[config.mk]
export PLATFORM = sky130hd
export DESIGN_NAME = vga_text_writer
export DESIGN_NICKNAME = d
export VERILOG_FILES = /design/src/rtl/vga_text_writer.sv
export SDC_FILE = /design/constraint.sdc
export NUM_CORES = 1
export LEC_CHECK = 0
export BUFFER_PORTS_ARGS = -buffer_cell sky130_fd_sc_hd__buf_2
export CAP_MARGIN = 20
export CORE_MARGIN = 2
export CORE_UTILIZATION = 42
export DETAILED_ROUTE_END_ITERATION = 10
export GPL_ROUTABILITY_DRIVEN = 0
export PLACE_DENSITY_LB_ADDON = 0.08
export RECOVER_POWER = 25
export REMOVE_ABC_BUFFERS = 1
export SLEW_MARGIN = 10
export SYNTH_ARGS = -nofsm -noshare
export SYNTH_HDL_FRONTEND = slang
export SYNTH_SLANG_ARGS = --single-unit
export TNS_END_PERCENT = 10
[constraint.sdc]
create_clock -name clk_50mhz -period 5.5 [get_ports clk_50mhz]
set_input_delay 0.55 -clock clk_50mhz [delete_from_list [all_inputs] [get_ports clk_50mhz]]
set_output_delay 0.55 -clock clk_50mhz [all_outputs]
set_load 0.005 [all_outputs]
[src/rtl/vga_text_writer.sv]
// Byte-stream console writer: turns characters and control codes into VM write strobes.
// Optional VGA_TEXT_CLEAR_ON_RESET_EN: blank the whole screen after reset release.
module vga_text_writer #(
   parameter int         COLS  = 32,
   parameter int         ROWS  = 30,
   parameter logic [7:0] BLANK = 8'h20
) (
   input  logic        clk_50mhz,
   input  logic        rst,
   input  logic [7:0]  char_data,
   input  logic        char_valid,
   output logic        char_ready,
   output logic [1:0]  Memwrite,
   output logic [31:0] Addrin,
   output logic [31:0] BUS,
   output logic [4:0]  cursor_row,
   output logic [4:0]  cursor_col,
   output logic        busy
);

   localparam int CELLS = ROWS * COLS;

   localparam logic [1:0] IDLE = 2'd0;
   localparam logic [1:0] PUT  = 2'd1;
   localparam logic [1:0] LCLR = 2'd2;
   localparam logic [1:0] SCLR = 2'd3;

`ifdef VGA_TEXT_CLEAR_ON_RESET_EN
   localparam logic [1:0] RST_ST = SCLR;
`else
   localparam logic [1:0] RST_ST = IDLE;
`endif

   logic [1:0]  st;
   logic [31:0] ptr;
   logic [31:0] last;
   logic [4:0]  nrow;
   logic [31:0] cur_addr;
   logic [31:0] nrow_base;
   logic        printable;

   assign nrow      = (cursor_row == 5'(ROWS - 1)) ? 5'd0 : cursor_row + 5'd1;
   assign cur_addr  = 32'(cursor_row) * 32'(COLS) + 32'(cursor_col);
   assign nrow_base = 32'(nrow) * 32'(COLS);
   assign printable = (char_data >= 8'h20) && (char_data <= 8'h7e);

   always_ff @(posedge clk_50mhz or posedge rst) begin
      if (rst) begin
         st         <= RST_ST;
         ptr        <= 32'd0;
         last       <= 32'(CELLS - 1);
         Memwrite   <= 2'b00;
         Addrin     <= 32'd0;
         BUS        <= 32'd0;
         char_ready <= 1'b0;
         busy       <= 1'b0;
         cursor_row <= 5'd0;
         cursor_col <= 5'd0;
      end else begin
         Memwrite <= 2'b00;
         Addrin   <= 32'd0;
         BUS      <= 32'd0;
         case (st)
            IDLE: begin
               char_ready <= 1'b1;
               busy       <= 1'b0;
               if (char_valid && char_ready) begin
                  unique case (1'b1)
                     printable: begin
                        st         <= PUT;
                        char_ready <= 1'b0;
                        busy       <= 1'b1;
                        Memwrite   <= 2'b01;
                        Addrin     <= cur_addr;
                        BUS        <= {24'd0, char_data};
                     end
                     (char_data == 8'h0d): cursor_col <= 5'd0;
                     (char_data == 8'h0a): begin
                        cursor_row <= nrow;
                        st         <= LCLR;
                        ptr        <= nrow_base;
                        last       <= nrow_base + 32'(COLS - 1);
                        char_ready <= 1'b0;
                        busy       <= 1'b1;
                        Memwrite   <= 2'b01;
                        Addrin     <= nrow_base;
                        BUS        <= {24'd0, BLANK};
                     end
                     (char_data == 8'h08): begin
                        if (cursor_col != 5'd0)
                           cursor_col <= cursor_col - 5'd1;
                     end
                     (char_data == 8'h0c): begin
                        st         <= SCLR;
                        ptr        <= 32'd0;
                        last       <= 32'(CELLS - 1);
                        char_ready <= 1'b0;
                        busy       <= 1'b1;
                        Memwrite   <= 2'b01;
                        Addrin     <= 32'd0;
                        BUS        <= {24'd0, BLANK};
                     end
                     default: ;
                  endcase
               end
            end
            PUT: begin
               if (cursor_col < 5'(COLS - 1)) begin
                  cursor_col <= cursor_col + 5'd1;
                  st         <= IDLE;
                  char_ready <= 1'b1;
                  busy       <= 1'b0;
               end else begin
                  cursor_col <= 5'd0;
                  cursor_row <= nrow;
                  st         <= LCLR;
                  ptr        <= nrow_base;
                  last       <= nrow_base + 32'(COLS - 1);
                  Memwrite   <= 2'b01;
                  Addrin     <= nrow_base;
                  BUS        <= {24'd0, BLANK};
               end
            end
            LCLR, SCLR: begin
               // No strobe yet only when the sweep was entered straight from reset
               if (!Memwrite[0]) begin
                  busy     <= 1'b1;
                  Memwrite <= 2'b01;
                  Addrin   <= ptr;
                  BUS      <= {24'd0, BLANK};
               end else if (ptr == last) begin
                  st         <= IDLE;
                  char_ready <= 1'b1;
                  busy       <= 1'b0;
                  if (st == SCLR) begin
                     cursor_row <= 5'd0;
                     cursor_col <= 5'd0;
                  end
               end else begin
                  ptr      <= ptr + 32'd1;
                  Memwrite <= 2'b01;
                  Addrin   <= ptr + 32'd1;
                  BUS      <= {24'd0, BLANK};
               end
            end
            default: st <= IDLE;
         endcase
      end
   end

endmodule
* Word level (Yosys, flattened, before mapping)
Index checks and enable logic that the tools add are counted.
Word-level totals: bits in registers 144, logic and storage cells 115, output and inout port bits 78, bits of input ports 11
Cells by class: muxes and demuxes 59, order comparisons 3, eq/ne operators 22, reduce and logical (&&, ||, !) cells 15, add/sub/neg operators 6
Operators with widths (count):
- $mux W32 | 9
- $pmux W32 S3 | 3
- $pmux W32 S2 | 3
- $mux W5 | 10
- $add A32 B1 Y32 const B | 1
- $eq A32 B32 Y1 | 1
- $eq A8 B4 Y1 const B | 4
- $pmux W5 S3 | 2
- $pmux W11 S2 | 1
- $mux W6 | 3
- $pmux W2 S3 | 3
- $ne A2 B2 Y1 const B | 8
- $pmux W8 S2 | 1
- $mux W1 | 14
- $ne A3 B3 Y1 const B | 4
- $reduce_and A6 Y1 | 2
- $add A10 B5 Y11 | 1
- $add A10 B5 Y11 const B | 1
- $add A5 B1 Y5 const B | 2
- $mux W10 | 1
- $mux W2 | 5
- $pmux W5 S2 | 1
- $ge A8 B6 Y1 const B | 1
- $le A8 B7 Y1 const B | 1
- 18 further kinds | 23

* Depth between registers and ports, before layout
depth after elaboration 6, depth in mapped cells 8, depth with buffers taken out 7

* Worst setup path after synthesis
Ideal clock, no wire load.
path kind input to register, from in char_data[5], to reg ptr[7], data required time 5374 ps, buffers on the path 1, library setup time 126 ps, path slack 3124 ps, arrival time 2250 ps, stages 6, cells stage by stage or4b_4 -> nor4_4 -> o221ai_2 -> or2_0 -> buf_6 -> a221o_1
Between the ends: word-level cells in the longest chain between the ends 4, elaborated cells on any way between the ends 7, classes of those cells 3 x eq/ne; 3 x mux; 1 x reduce/logical
Ends and longest elaborated chain:
- from (decl) | line 10 | input logic [7:0] char_data,
- $eq A8 B4 Y1 (on tied branches) | line 93, 78
- $pmux W32 S2 | line 68 | unique case (1'b1)
- $mux W32 | line 67 | if (char_valid && char_ready) begin
- $pmux W32 S3 | line 63 | case (st)
- to (signal assigned) | line 81 | ptr <= nrow_base;
- to (signal assigned) | line 117 | ptr <= nrow_base;
- to (signal assigned) | line 140 | ptr <= ptr + 32'd1;
- to (decl) | line 35 | logic [31:0] ptr;
Parallel ways exist; a longest one is shown, timed or not. The select of a mux whose other input is x is not followed. A chain may end at the register's enable or synchronous reset.

* Final worst setup path
from reg st[1], to reg Addrin[29]
Between the ends: word-level cells in the longest chain between the ends 3, elaborated cells on any way between the ends 6, classes of those cells 3 x eq/ne; 1 x mux; 2 x reduce/logical
Ends and longest elaborated chain:
- from (decl) | line 34 | logic [1:0] st;
- from (signal assigned) | line 49 | st <= RST_ST;
- from (signal assigned) | line 70 | st <= PUT;
- from (signal assigned) | line 80 | st <= LCLR;
- $eq A2 B2 Y1 | line 63
- $reduce_or A2 Y1 | line 63
- $pmux W32 S3 (*) | line 63
- to (signal assigned) | line 74 | Addrin <= cur_addr;
- to (signal assigned) | line 86 | Addrin <= nrow_base;
- to (signal assigned) | line 120 | Addrin <= nrow_base;
- to (decl) | line 14 | output logic [31:0] Addrin,
Every way passes the cells marked *; elsewhere a longest branch is shown, timed or not.

==> insert_results.sql <==
INSERT INTO impl_metrics (metric_group, metric, value, unit) VALUES
('worst_setup_path', 'start_kind', 'register', ''),
('sta', 'timing_max_transition_violations_final', '0', ''),
('detailed_routing', 'route.final.wire_length', '13400', 'um'),
('placed_design', 'place.port_buffers', '63', ''),
('sta', 'worst_max_slew_margin_expressed_relative_to_the_limit', '0.125', ''),
('finish', 'nNetsFinal', '626', ''),
('sta', 'finalHoldViolations', '0', ''),
('sta', 'rsz0062_at_grt', 'no', ''),
('placed_design', 'numPlacedInstances', '745', ''),
('finish', 'finish.cell_count_without_fillers', '760', ''),
('die', 'design.core.area', '12000', 'sq um'),
('worst_setup_path', 'critPathKind', 'register to register', ''),
('pwr', 'worst_ir_drop_vdd', '0.000173', 'V'),
('worst_setup_path', 'worst-path-buf-inv', '1', ''),
('die', 'die_w', '115', 'um'),
('min_path', 'hp-class', 'input port to register', ''),
('worst_setup_path', 'worstSetupStartpoint', 'st[1]', ''),
('logic_synthesis', 'synth.area.top_cells', 'sky130_fd_sc_hd__dfrtp_1, sky130_fd_sc_hd__o21ai_0, sky130_fd_sc_hd__nand2_1', ''),
('worst_setup_path', 'critPathCapture', 'Addrin[29]', ''),
('pwr', 'leakage', '2.71', 'nW'),
('worst_setup_path', 'worstPathCellList', 'inv_1 > nor2_1 > o31a_1 > o21ai_0 > a31oi_1', ''),
('logic_synthesis', 'synth_ff_type', 'sky130_fd_sc_hd__dfrtp_1', ''),
('finish', 'seqCellArea', '2310', 'sq um'),
('detailed_routing', 'drt-vias-per-instance', '5.87', ''),
('finish', 'final_layout_size_suffix_gt1_frac', '0.158', ''),
('die', 'floorplan.die_area', '13200', 'sq um'),
('sta', 'fin_crit_sh', '0.598', ''),
('detailed_routing', 'drc_errors', '0', ''),
('logic_synthesis', 'synth_warnings', '0', ''),
('die', 'row_count', '40', ''),
('min_path', 'min_path_cells', '2', ''),
('placed_design', 'place_hpwl', '9380', 'um'),
('worst_setup_path', 'critical_path.reg2reg.endpoint', 'Addrin[29]', ''),
('die', 'chipHeight', '115', 'um'),
('logic_synthesis', 'number_of_enable_type_register_cells_in_the_synthesized_netlist', '0', ''),
('worst_setup_path', 'crit_path_max_incr_delay', '0.98', 'ns'),
('cts', 'cts_bufs_inserted', '9', ''),
('detailed_routing', 'post_dr_wirelength_cell', '17.6', 'um'),
('cts', 'worstSkewPairLatency', '0.35', 'ns'),
('logic_synthesis', 'synth_seq_area_share', '0.446', ''),
('logic_synthesis', 'postSynthCellCount', '564', ''),
('global_routing', 'grt.overflow.total', '0', ''),
('worst_setup_path', 'path_max_fanout', '28', ''),
('logic_synthesis', 'top_cells_by_count_synth', 'sky130_fd_sc_hd__dfrtp_1, sky130_fd_sc_hd__nand2_1, sky130_fd_sc_hd__o21ai_0, sky130_fd_sc_hd__nor2_1, sky130_fd_sc_hd__clkbuf_1', ''),
('finish', 'areaGrowthSynthToFinish', '10.9', '%'),
('worst_setup_path', 'launching_point_of_the_worst_reg2reg_path', 'st[1]', ''),
('detailed_routing', 'vias', '4458', ''),
('worst_setup_path', 'worst-r2r-cell-count', '5', ''),
('sta', 'period_minus_slack', '3.29', 'ns'),
('finish', 'n_fill_cell', '1208', ''),
('status', 'outcome', 'finished, final reports clean', ''),
('finish', 'multiInputGateArea', '2570', 'sq um'),
('logic_synthesis', 'synth_top_cell_area_share', '0.426', ''),
('cts', 'cts_root_buffer', 'sky130_fd_sc_hd__clkbuf_16', ''),
('logic_synthesis', 'netlist_area', '5170', 'sq um'),
('worst_setup_path', 'timing.critical_path.depth', '5', ''),
('logic_synthesis', 'synthMostInstantiatedCell', 'sky130_fd_sc_hd__dfrtp_1', ''),
('die', 'starting_density', '0.431', ''),
('logic_synthesis', 'synth-async-reset-ratio', '1.00', ''),
('global_routing', 'grt.total_usage', '0.210', ''),
('detailed_routing', 'drtPass1Iterations', '5', ''),
('logic_synthesis', 'ys_seq_elements', '92', ''),
('global_routing', 'wire_length_of_the_first_global_routing_pass', '21600', 'um'),
('cts', 'cts-htree-levels', '3', ''),
('worst_setup_path', 'worst-endpoint-arrival', '3.56', 'ns'),
('die', 'io_pins', '89', ''),
('logic_synthesis', 'yosysTopAreaCell', 'sky130_fd_sc_hd__dfrtp_1', ''),
('worst_setup_path', 'cp-end-kind', 'register', ''),
('cts', 'cts.repair_timing.setup_buffer_count', '0', ''),
('detailed_routing', 'ant_nets', '0', ''),
('cts', 'cts-hold-fix-buffers', '0', '');
-- logic make-up (layout without fill, tap and decap cells) --
family | Yosys count | after routing | share of synthesized area
and+or+nand+nor | 214 | 214 | 0.218
AOI/OAI and AO/OA | 159 | 159 | 0.209
DFF | 92 | 92 | 0.446
buffers and inverters | 73 | 97 | 0.0752
xor gates and xnor gates | 11 | 11 | 0.0186
muxes | 8 | 8 | 0.0177
adders and majority gates | 6 | 6 | 0.0145
other | 1 | 26 | 0.000725
-- through the flow --
step / hold WS [ns] / power (mW) / util / setup WS, ns / cell area [sq um]
floorplan: 0.488 / 1.12 / - / 2.56 / 4930
global placement: 0.502 / 1.26 / 0.454 / 2.18 / 5460
detailed placement: 0.502 / 1.28 / 0.455 / 2.10 / 5460
CTS: 0.223 / 1.89 / 0.479 / 2.30 / 5750
global route: 0.433 / 1.98 / 0.478 / 2.01 / 5740
finish: 0.418 / 1.88 / 0.478 / 2.21 / 5740
-- layout by cell type (no fill, tap or decap), types with 4 or more instances in the layout --
master                       n
sky130_fd_sc_hd__conb_1     26
sky130_fd_sc_hd__o21ai_0    48
sky130_fd_sc_hd__o21a_1      6
sky130_fd_sc_hd__clkbuf_1   11
sky130_fd_sc_hd__ha_1        6
sky130_fd_sc_hd__and3_1     16
sky130_fd_sc_hd__o31a_1      8
sky130_fd_sc_hd__nand3_1    15
sky130_fd_sc_hd__and4_1      5
sky130_fd_sc_hd__nor3_1     22
sky130_fd_sc_hd__o31ai_1     8
sky130_fd_sc_hd__dfrtp_1    88
sky130_fd_sc_hd__a21o_1     10
sky130_fd_sc_hd__o211ai_1    5
sky130_fd_sc_hd__or2_2       6
sky130_fd_sc_hd__clkbuf_16   9
sky130_fd_sc_hd__a211o_1     7
sky130_fd_sc_hd__buf_2      55
sky130_fd_sc_hd__xnor2_1     8
sky130_fd_sc_hd__nand4_1    14
sky130_fd_sc_hd__nor4_1     16
sky130_fd_sc_hd__dfstp_2     4
sky130_fd_sc_hd__mux2_2      5
sky130_fd_sc_hd__a21oi_1    13
sky130_fd_sc_hd__a31oi_1    19
sky130_fd_sc_hd__or3_1      11
sky130_fd_sc_hd__nand2_1    61
sky130_fd_sc_hd__inv_1      14
sky130_fd_sc_hd__nor2_1     27
-- where the power goes --
| group | switching, mW | leakage [nW] | internal, mW |
|---|---|---|---|
| Clock | 0.249 | 0.140 | 0.362 |
| Combinational | 0.235 | 1.33 | 0.152 |
| Sequential | 0.126 | 1.24 | 0.751 |
| Total | 0.611 | 2.71 | 1.27 |
-- worst min-delay path by stage --
| stage | start | to | slack [ns] |
|---|---|---|---|
| global placement | last[9] | last[9] | 0.50 |
| floorplan | last[9] | last[9] | 0.49 |
| detailed placement | last[7] | last[7] | 0.50 |
| global route | char_data[7] | BUS[6] | 0.43 |
| CTS | rst | BUS[4] | 0.22 |
| finish | char_data[7] | BUS[6] | 0.42 |
-- per-layer routing --
layer  wire length (um)  vias to the layer above  global-route usage  share of wire
met2               6590                      123               0.348           0.49
met3                551                       18              0.0300          0.041
met4                261                        0              0.0884          0.020
met1               5960                     2183               0.277           0.45
li1                   -                     2134                   -              -
met5                  0                        -                   0              0
-- final cells by class --
type	instances	share of cell area
Multi-Input combinational cell	424	0.448
Sequential cell	92	0.402
Timing Repair Buffer	67	0.0578
Clock buffer	13	0.0436
Tap cell	147	0.0321
Inverter	15	0.0100
Clock inverter	2	0.00611
-- flip-flops by register name, indices dropped and copies added (netlist names) --
signal	flops
Addrin	32
ptr	32
BUS	8
cursor_col	5
cursor_row	5
last	5
st	2
Memwrite	1
busy	1
char_ready	1
Power figures use the tool's default switching activity.
